===== config.mk =====
export PLATFORM = sky130hd
export DESIGN_NAME = image_frame_capture
export DESIGN_NICKNAME = d
export VERILOG_FILES = /design/src/rtl/image_frame_capture.sv
export SDC_FILE = /design/constraint.sdc
export NUM_CORES = 1
export LEC_CHECK = 0
export ABC_CLOCK_PERIOD_IN_PS = 6600
export CORE_MARGIN = 2
export CORE_UTILIZATION = 45
export CTS_BUF_LIST = sky130_fd_sc_hd__clkbuf_4 sky130_fd_sc_hd__clkbuf_8
export DETAILED_ROUTE_END_ITERATION = 6
export GPL_ROUTABILITY_DRIVEN = 0
export SLEW_MARGIN = 15
export SYNTH_ARGS = -nofsm -noshare
export SYNTH_HDL_FRONTEND = slang
export SYNTH_SLANG_ARGS = --single-unit

===== constraint.sdc =====
create_clock -name i_video_aclk -period 6.6 [get_ports i_video_aclk]
set_input_delay 0.66 -clock i_video_aclk [delete_from_list [all_inputs] [get_ports i_video_aclk]]
set_output_delay 0.66 -clock i_video_aclk [all_outputs]
set_load 0.01 [all_outputs]

===== src/rtl/image_frame_capture.sv =====
// -----------------------------------------------------------------------------
// image_frame_capture
//   Captures exactly one RAW10 frame (4 pixels per beat) from the CSI-2 PHY
//   wrapper after an arm request. Each beat is tagged with SOF/EOL flags and
//   buffered in a first-word-fall-through FIFO, which turns the
//   non-backpressurable PHY stream into a valid/ready stream. Frame geometry
//   and PHY errors are checked and reported as pulses plus a latched code.
//
//   Optional feature macro: IMAGE_CAPTURE_GEOMETRY_CHECK_EN
//     defined   -> beat-per-line (code 4) and line-per-frame (code 5) checks
//     undefined -> no geometry aborts; counters are still maintained
//
// Ports
//   i_video_aclk     clock, all logic on the rising edge
//   i_reset          synchronous, active-high reset
//   i_capture_arm    one-cycle request to capture the next frame
//   i_pix_data[39:0] four 10-bit pixels, pixel 0 in [9:0]
//   i_line_valid     beat valid
//   i_sync_sof       first beat of frame (qualified by i_line_valid)
//   i_sync_eol       last beat of line (qualified by i_line_valid)
//   i_sync_eof       end-of-frame pulse, not beat aligned
//   i_sync_error     PHY SoT sync error pulse
//   o_out_data       buffered beat, o_out_sof/o_out_eol carried with it
//   o_out_valid      head of FIFO valid; i_out_ready accepts it
//   o_busy           FSM not idle
//   o_frame_done     one-cycle pulse, clean frame
//   o_frame_error    one-cycle pulse, capture aborted
//   o_error_code     cause of the last abort (1 overflow, 2 sync error,
//                    3 unexpected SOF, 4 beat count, 5 line count)
//   o_frame_count    clean frames captured, wraps
// -----------------------------------------------------------------------------
module image_frame_capture #(
    parameter int H_BEATS = 480,
    parameter int V_LINES = 1080,
    parameter int FIFO_AW = 4
) (
    input  logic        i_video_aclk,
    input  logic        i_reset,
    input  logic        i_capture_arm,
    input  logic [39:0] i_pix_data,
    input  logic        i_line_valid,
    input  logic        i_sync_sof,
    input  logic        i_sync_eol,
    input  logic        i_sync_eof,
    input  logic        i_sync_error,
    output logic [39:0] o_out_data,
    output logic        o_out_sof,
    output logic        o_out_eol,
    output logic        o_out_valid,
    input  logic        i_out_ready,
    output logic        o_busy,
    output logic        o_frame_done,
    output logic        o_frame_error,
    output logic [2:0]  o_error_code,
    output logic [15:0] o_frame_count
);

`ifdef IMAGE_CAPTURE_GEOMETRY_CHECK_EN
    localparam bit GEO_EN = 1'b1;
`else
    localparam bit GEO_EN = 1'b0;
`endif

    localparam int DEPTH = 1 << FIFO_AW;

    typedef enum logic [1:0] {S_IDLE, S_WAIT_SOF, S_ACTIVE, S_DISCARD} state_t;

    function automatic logic [11:0] sat_inc(input logic [11:0] v);
        return (v == 12'hFFF) ? v : v + 12'd1;
    endfunction

    // ---------------- input stage ----------------
    logic        r_arm, r_lv, r_sof, r_eol, r_eof, r_serr;
    logic [39:0] r_data;

    always_ff @(posedge i_video_aclk) begin
        if (i_reset) begin
            r_arm  <= 1'b0;
            r_lv   <= 1'b0;
            r_sof  <= 1'b0;
            r_eol  <= 1'b0;
            r_eof  <= 1'b0;
            r_serr <= 1'b0;
            r_data <= '0;
        end else begin
            r_arm  <= i_capture_arm;
            r_lv   <= i_line_valid;
            r_sof  <= i_sync_sof;
            r_eol  <= i_sync_eol;
            r_eof  <= i_sync_eof;
            r_serr <= i_sync_error;
            r_data <= i_pix_data;
        end
    end

    // ---------------- FIFO (FWFT) ----------------
    logic [41:0]        r_mem [DEPTH];
    logic [FIFO_AW-1:0] r_wr_ptr, r_rd_ptr;
    logic [FIFO_AW:0]   r_count;
    logic               w_full, w_empty, w_push, w_pop;

    assign w_full  = (r_count == (FIFO_AW+1)'(DEPTH));
    assign w_empty = (r_count == '0);
    // i_out_ready is the consumer handshake, so it acts directly on the
    // FIFO head rather than through the input stage.
    assign w_pop   = !w_empty && i_out_ready;

    always_ff @(posedge i_video_aclk) begin
        if (i_reset) begin
            r_wr_ptr <= '0;
            r_rd_ptr <= '0;
            r_count  <= '0;
        end else begin
            if (w_push) r_wr_ptr <= r_wr_ptr + 1'b1;
            if (w_pop)  r_rd_ptr <= r_rd_ptr + 1'b1;
            case ({w_push, w_pop})
                2'b10:   r_count <= r_count + 1'b1;
                2'b01:   r_count <= r_count - 1'b1;
                default: r_count <= r_count;
            endcase
        end
    end

    always_ff @(posedge i_video_aclk) begin
        if (w_push) r_mem[r_wr_ptr] <= {r_sof, r_eol, r_data};
    end

    assign o_out_valid = !w_empty;
    assign o_out_data  = w_empty ? 40'd0 : r_mem[r_rd_ptr][39:0];
    assign o_out_sof   = w_empty ? 1'b0  : r_mem[r_rd_ptr][41];
    assign o_out_eol   = w_empty ? 1'b0  : r_mem[r_rd_ptr][40];

    // ---------------- capture FSM ----------------
    state_t      r_state, w_state_nxt;
    logic [11:0] r_beat_cnt, r_line_cnt, w_beat_nxt, w_line_nxt;
    logic [11:0] w_beat_inc, w_line_eff;
    logic        w_beat_bad, w_line_bad;
    logic        w_done, w_err;
    logic [2:0]  w_cause, w_code_nxt;
    logic [15:0] w_fc_nxt;
    logic        r_frame_done, r_frame_error;
    logic [2:0]  r_error_code;
    logic [15:0] r_frame_count;

    assign w_beat_inc = sat_inc(r_beat_cnt);
    // Line count as it stands once this cycle's eol (if any) is taken into
    // account, so an eol beat coinciding with eof is counted.
    assign w_line_eff = (r_lv && r_eol) ? sat_inc(r_line_cnt) : r_line_cnt;
    // A saturated counter can never legitimately match.
    assign w_beat_bad = GEO_EN && r_lv && r_eol &&
                        (w_beat_inc != 12'(H_BEATS) || w_beat_inc == 12'hFFF);
    assign w_line_bad = GEO_EN && r_eof &&
                        (w_line_eff != 12'(V_LINES) || w_line_eff == 12'hFFF);

    always_ff @(posedge i_video_aclk) begin
        if (i_reset) r_state <= S_IDLE;
        else         r_state <= w_state_nxt;
    end

    always_comb begin
        w_state_nxt = r_state;
        w_push      = 1'b0;
        w_beat_nxt  = r_beat_cnt;
        w_line_nxt  = r_line_cnt;
        w_done      = 1'b0;
        w_err       = 1'b0;
        w_cause     = 3'd0;
        w_code_nxt  = r_error_code;
        case (r_state)
            S_IDLE: begin
                if (r_arm) begin
                    w_state_nxt = S_WAIT_SOF;
                    w_code_nxt  = 3'd0;
                end
            end
            S_WAIT_SOF: begin
                if (r_lv && r_sof) begin
                    w_state_nxt = S_ACTIVE;
                    w_push      = !w_full;
                    w_beat_nxt  = r_eol ? 12'd0 : 12'd1;
                    w_line_nxt  = r_eol ? 12'd1 : 12'd0;
                end
            end
            S_ACTIVE: begin
                if (r_lv && w_full)     w_cause = 3'd1;
                else if (r_serr)        w_cause = 3'd2;
                else if (r_lv && r_sof) w_cause = 3'd3;
                else if (w_beat_bad)    w_cause = 3'd4;
                else if (w_line_bad)    w_cause = 3'd5;

                if (w_cause != 3'd0) begin
                    // Faulting beat is dropped; an abort on the eof cycle
                    // has nothing left to discard.
                    w_err       = 1'b1;
                    w_code_nxt  = w_cause;
                    w_state_nxt = r_eof ? S_IDLE : S_DISCARD;
                end else begin
                    if (r_lv) begin
                        w_push = 1'b1;
                        if (r_eol) begin
                            w_beat_nxt = 12'd0;
                            w_line_nxt = w_line_eff;
                        end else begin
                            w_beat_nxt = w_beat_inc;
                        end
                    end
                    if (r_eof) begin
                        w_done      = 1'b1;
                        w_state_nxt = S_IDLE;
                    end
                end
            end
            S_DISCARD: begin
                if (r_eof) w_state_nxt = S_IDLE;
            end
            default: w_state_nxt = S_IDLE;
        endcase
        w_fc_nxt = w_done ? r_frame_count + 16'd1 : r_frame_count;
    end

    always_ff @(posedge i_video_aclk) begin
        if (i_reset) begin
            r_beat_cnt    <= '0;
            r_line_cnt    <= '0;
            r_frame_done  <= 1'b0;
            r_frame_error <= 1'b0;
            r_error_code  <= '0;
            r_frame_count <= '0;
        end else begin
            r_beat_cnt    <= w_beat_nxt;
            r_line_cnt    <= w_line_nxt;
            r_frame_done  <= w_done;
            r_frame_error <= w_err;
            r_error_code  <= w_code_nxt;
            r_frame_count <= w_fc_nxt;
        end
    end

    assign o_busy        = (r_state != S_IDLE);
    assign o_frame_done  = r_frame_done;
    assign o_frame_error = r_frame_error;
    assign o_error_code  = r_error_code;
    assign o_frame_count = r_frame_count;

endmodule


==> results.sh <==
export IMPL_htreeDepth=3
export IMPL_ys_async_sr_fraction_pct=0
export IMPL_synth_top_area_share_pct=69.64
export IMPL_wl_um=60630
export IMPL_fin_cells=2566
export IMPL_cp_max_fo=86
export IMPL_final_hold_viol_count=0
export IMPL_fin_area_mm2=0.03335
export IMPL_drive_above_1_share_pct=24.17
export IMPL_cts_sinks=757
export IMPL_first_pass_iters=5
export IMPL_numPortBuffers=112
export IMPL_fp_dieArea_mm2=0.06644
export IMPL_yosysSeqAreaShare_pct=75.52
export IMPL_pin_count=114
export IMPL_cts_max_path_buffers=3
export IMPL_clkTransAtPathRegs_ns=0.06
export IMPL_setup_tns_ns=0
export IMPL_p_comb_share_pct=13.8
export IMPL_syn_avg_cell_area_um2=20.07
export IMPL_dpl_hpwl_um=31630
export IMPL_drv_slew=0
export IMPL_rows=93
export IMPL_ir_drop_v=0.0003295
export IMPL_grtUsageTotal_pct=18.55
export IMPL_cts_buffers=118
export IMPL_ys_warn_count=0
export IMPL_post_cts_resized=0
export IMPL_synth_ff_type="edfxtp_1"
export IMPL_worst_setup_path_start_kind="flip-flop"
export IMPL_power_density_mw_per_mm2=319.2
export IMPL_fin_util_pct=52.12
export IMPL_ys_seq_elements=757
export IMPL_die_w_um=257.8
export IMPL_die_h_um=257.8
export IMPL_core_area_mm2=0.06400
export IMPL_rsz0062_at_grt="no"
export IMPL_cts_root_buf="clkbuf_8"
export IMPL_start_util_pct=45.27
export IMPL_tritoncts="done"
export IMPL_met2_wirelength_um=29950
export IMPL_nets=1676
export IMPL_seqPwrFrac_pct=50.4
export IMPL_crit_path_end_kind="primary output"
export IMPL_clk_latency_ns=0.71
export IMPL_routedLengthMet1_um=26430
export IMPL_max_freq_mhz=189.1
export IMPL_grt_pass1_wl_um=92070
export IMPL_worstHoldPathType="in2reg"
export IMPL_syn_to_final_growth_pct=15.11
export IMPL_worstSetupPathType="reg2out"
export IMPL_dr_max_layer_used="met4"
export IMPL_synthTopCellsByCount="672 x edfxtp_1, 168 x mux4_2, 93 x nand3_1"
export IMPL_cp_required_ns=5.94
export IMPL_slew_headroom_pct=22.30
export IMPL_cts_hold_buffers=0
export IMPL_worst_pin_slew_ns=1.166
export IMPL_p_total_mw=10.65
export IMPL_netlist_area_mm2=0.02898
export IMPL_pwr_share_clk_pct=35.8
export IMPL_period_needed_ns=5.289
export IMPL_p_leak_nw=10.34
export IMPL_fin_hold_ws_ns=0.4399
export IMPL_vias_per_cell=5.546
export IMPL_switching_share_pct=24.99
export IMPL_antenna_found_initial=1
export IMPL_dpl_cell_area_mm2=0.03103
export IMPL_yosysTopAreaCell="edfxtp_1"
export IMPL_cts_setup_buffers=0
export IMPL_setup_viol=0
export IMPL_min_period_over_period_pct=80.14
export IMPL_p_int_mw=7.987
export IMPL_synth_edf_count=672
export IMPL_status="finished clean"
export IMPL_clock_skew_ns=0.02239
export IMPL_vias=14230
export IMPL_synth_cell_types=51
export IMPL_route_detailed_drc=0
export IMPL_worst_slack_ns=1.311
export IMPL_dp_slack_ns=2.042
export IMPL_postSynthCellCount=1444
export IMPL_grt_max_degree=87
export IMPL_first_iter_violations=966
export IMPL_routedWlPerCell_um=23.63
export IMPL_synth_area_leaders="edfxtp_1 70%, mux4_2 13%, dfxtp_1 5.9%"
export IMPL_grt_pass1_vias=15240
export IMPL_dr_wl_met3_um=2958
export IMPL_drv_cap=0
export IMPL_dp_cells=2347
export IMPL_grt_ovfl_total=0
export IMPL_p_switching_mw=2.661
export IMPL_synth_most_common_cell="edfxtp_1"
export IMPL_cp_arrival_ns=4.63
export IMPL_ant_nets=0
export IMPL_synth_fp_nets=1508
-- power by group through the flow --
stage	logic, mW	registers, mW	clock network [mW]
4_1_cts	1.49	5.37	3.93
6_report	1.47	5.37	3.81
5_1_grt	1.57	5.38	4.12
2_1_floorplan	0.969	5.39	0
3_3_place_gp	1.47	5.46	0
3_5_place_dp	1.48	5.47	0
-- worst max-delay path, stage by stage, from the launching register on --
cell and delay [ns]:
dfxtp_1 0.44, or4_1 0.39, nand2b_4 0.20, buf_4 0.86
nand2b_2 0.58, buf_4 0.46, o211ai_1 0.34, clkdlybuf4s50_1 0.60
-- placed cells by master (no fill, tap or decap), types with 2 or more instances in the layout --
cell type,count
ha_1,15
buf_12,3
nor3_1,2
clkinvlp_4,4
nand4_1,7
dfxtp_1,82
nand3_1,93
and4_2,4
or4_1,3
diode_2,2
xor2_1,6
and3_2,12
mux2i_1,45
clkdlybuf4s50_1,111
buf_4,24
edfxtp_1,672
mux4_2,168
nor2b_1,58
clkbuf_8,125
o211ai_1,45
nand2_1,12
mux2_1,9
inv_1,11
a211oi_1,2
o31ai_1,2
bufinv_16,2
nand4b_1,3
a21oi_1,10
clkinv_2,11
clkinv_1,29
a311oi_1,2
dfxtp_4,3
clkbuf_4,45
o21ai_0,11
nor2_1,33
nor4_1,10
nand2b_1,3
mux2_2,2
or3_1,5
and3_1,2
-- sequential cells by signal, summed over array words and instances (netlist names), 2 cells and up, named ones only --
name / cells
r_wr_ptr: 4
r_mem: 672
r_state: 2
r_count: 5
o_error_code: 2
o_frame_count: 16
r_rd_ptr: 4
r_data: 40
-- path summary, 6_finish.rpt --
kind	startpoint	end	slack [ns]	cells after the start
setup reg to reg	r_count[0]$_SDFFE_PP0P_	r_count[4]$_SDFFE_PP0P_	3.09	11
setup / recovery	r_count[1]$_SDFFE_PP0P_	o_out_data[0]	1.31	7
hold reg to reg	o_error_code[1]$_SDFFE_PP0P_	o_error_code[1]$_SDFFE_PP0P_	0.52	2
hold / removal	i_reset	o_frame_count[1]$_SDFFE_PP0P_	0.44	2
-- kinds of logic after synthesis --
kind of cell | Yosys count | share of synthesized area [%]
compound gates | 83 | 2.133
xor+xnor | 7 | 0.2116
fa+ha+maj | 15 | 0.6477
buf+inv | 101 | 1.589
flops | 757 | 75.52
mux | 224 | 15.04
other cells | 1 | 0.01294
simple gates | 256 | 4.849
-- final cells by class --
| class | count | area [µm²] |
|---|---|---|
| diodes | 2 | 5.005 |
| fillers | 5128 | 30650 |
| repair buffers | 138 | 1351 |
| multi-input cells | 586 | 6673 |
| inverters | 11 | 41.29 |
| clock inverters | 47 | 262.8 |
| clock buffers | 170 | 2058 |
| well taps | 855 | 1070 |
| flip-flops and latches | 757 | 21890 |
-- layer usage --
layer	track usage [%]	up-vias
li1	-	6262
met4	6.310	0
met1	25.19	7497
met3	3.151	92
met5	0	-
met2	30.65	379
Power figures use the tool's default switching activity.
==> patch, RTL diff (config.mk and constraints unchanged) <==
Register the output `o_frame_count` once more, cleared by the reset; this adds one clock of latency there. The other outputs are not delayed to match.
--- a/src/rtl/image_frame_capture.sv
+++ b/src/rtl/image_frame_capture.sv
@@ -242,3 +242,9 @@
     assign o_error_code  = r_error_code;
-    assign o_frame_count = r_frame_count;
+    always_ff @(posedge i_video_aclk) begin
+        if (i_reset) begin
+            o_frame_count <= '0;
+        end else begin
+            o_frame_count <= r_frame_count;
+        end
+    end
 
Check against the original RTL: same outputs for any inputs over 4 cycles, from zero or initial values and one cycle with i_reset high; that may be too few to reach the edited logic, so the function may still have changed.
==> patch against the original RTL <==
- the run now ends with design-rule violations left
- global-route usage is 1.3 points higher
- synthesized area increased by 1.4%
- worst setup slack better by 0.72 ns
- power up 6.9%
- routed wire length up 7.6%
- die area is 1.4% higher
- sequential cell count is 16 higher
- register-to-register slack better by 0.08 ns
- final area up 2.4%
- sequential share of layout area is 0.62 points lower
- critical path type unchanged
==> patch: results (changes against the original RTL) <==
- Top_reg_cell synth: edfxtp_1
- Via density per instance: 5.61 (+1.2%)
- FF-to-FF setup slack: 3.17 ns (+0.08 ns)
- Comb pwr share: 0.133 (-0.005)
- Crit Path Max Fanout: 36 (-58%)
- Largest delay share family, worst path: simple AND/OR/NAND/NOR gates
- Sequential area share after synthesis: 0.756 (about the same)
- First-pass GRT wire length: 96.9 mm (+5.2%)
- Layout cell share with drive strength beyond 1: 0.257 (+0.0157)
- Top reg by flops: r_mem
- Async set-or-reset flop fraction in the synthesized netlist: 0 (unchanged)
- Root buf cell: clkbuf_8
- Max stage delay cell, worst path: or4_4
- Vias in the first global route: 15400 (+1.1%)
- Met1 usage: 0.268 (+0.0160)
- Met3 usage: 0.0395 (+0.00804)
- Failing checks: design-rule violations
- Post-synthesis compound-gate area fraction: 0.0202 (-0.00114)
- Min-delay worst type: input port to flop
- Synth unique cells: 52 (+2.0%)
- Hold Path Origin: i_reset
- Pleak: 10.7 nW (+3.7%)
- Max_slew headroom: 0.395 (+0.172)
- Fin nets: 1716 (+2.4%)
- Drt initial violations: 1093 (+13%)
- Most frequent cells after synthesis: 672 x edfxtp_1, 168 x mux4_2, 101 x dfxtp_1
- CTS resizes: 0 (unchanged)
- CP max stage delay: 0.63 ns (-0.23 ns)
- Top cells by area, synth: edfxtp_1 69%, mux4_2 13%, dfxtp_1 6.9%
- Total power: 11.4 mW (+6.9%)
- H-Tree Level Count: 4 (+1)
- Clk Latency, worst-skew pair: 0.78 ns (+0.07 ns)
- Synth Area in XOR/XNOR: 0.00209 (-0.0000290)
- Worst R2R End: r_count[4]
- Max Buffers Root-to-Sink: 3 (unchanged)
- Critical Path AT: 3.91 ns (-0.72 ns)
- # fillers: 5131 (+0.059%)
- Clock skew: 0.0295 ns (+0.00707 ns)
- IO buf count: 112 (unchanged)
- Outcome: finished with violations
- TritonCTS buffer count: 132 (+12%)
- Initial antenna violation count: 1 (unchanged)
- Clock power frac: 0.387 (+0.029)
- Post-DP HPWL: 34.3 mm (+8.4%)
- R2R cell count: 10 (-1)
- Syn_nets: 1531 (+1.5%)
- Largest net degree at the start of global routing: 61 (-30%)
- Setup crit end: o_out_data[38]
- Int Power: 8.53 mW (+6.8%)
- Yosys warnings: 0 (unchanged)
- Largest registers: r_mem x672, r_data x40
- Mux share of post-synthesis cell area: 0.149 (-0.00104)
- All-Layer GR Usage: 0.198 (+0.0128)
- M2 GR Usage: 0.323 (+0.0163)
- Post-route DRC: 1 (+1)
- Detailed Routing Iterations Pass 1: 7 (+2)
- DR WL/cell: 24.9 um (+5.5%)
- VDD IR-drop max: 178 uV (-46%)
- Worst r2r src: r_sof
- Adder-cell share of the synthesized area: 0.00639 (-0.0000888)
[patch: cell count changes in the layout (fill, tap and decap cells not counted), sizes merged, moves of 3 or more]
| cell | delta |
|---|---|
| buf | +3 |
| clkbuf | +29 |
| clkinv | -13 |
| clkinvlp | +3 |
| dfxtp | +16 |
| inv | +4 |
| nor2b | +7 |
[patch: layout make-up]
class | count | share of cell area
flip-flops and latches | 773 | 0.650
multi-input cells | 593 | 0.197
clock buffers | 199 | 0.0708
repair buffers | 141 | 0.0398
well taps | 855 | 0.0313
clock inverters | 43 | 0.00956
inverters | 11 | 0.00121
diodes | 1 | 0.0000733
[patch: through the flow]
step / std cells / instance area [um^2] / worst slack (ns)
after floorplan: 1467 / 29400 / 3.41
after global placement: 2373 / 31400 / 2.81
after detailed placement: 2373 / 31400 / 2.77
after CTS: 2615 / 34200 / 1.89
after global routing: 2616 / 34200 / 1.82
final: 2616 / 34200 / 2.03
[patch: worst min-delay path by stage]
stage / slack, ns / end / cells after the start
global placement: 0.47 / o_frame_count[15] / 1
finish: 0.34 / r_frame_count[1] / 2
floorplan: 0.46 / o_frame_count[15] / 1
detailed placement: 0.47 / o_frame_count[15] / 1
global route: 0.34 / r_frame_count[0] / 2
CTS: 0.29 / r_frame_count[1] / 2
[patch: kinds of logic after synthesis]
| logic type | count (synthesis) |
|---|---|
| other | 1 |
| muxes | 226 |
| and+or+nand+nor | 265 |
| AOI/OAI and AO/OA | 79 |
| xor gates and xnor gates | 7 |
| DFF | 773 |
| buffers and inverters | 101 |
| adders and majority gates | 15 |
[patch: layer usage]
metal  wire length (um)  vias to the layer above
li1                   -                     6376
met1              27700                     7735
met2              32600                      474
met3               3520                       98
met4               1380                        0
met5                  0                        -
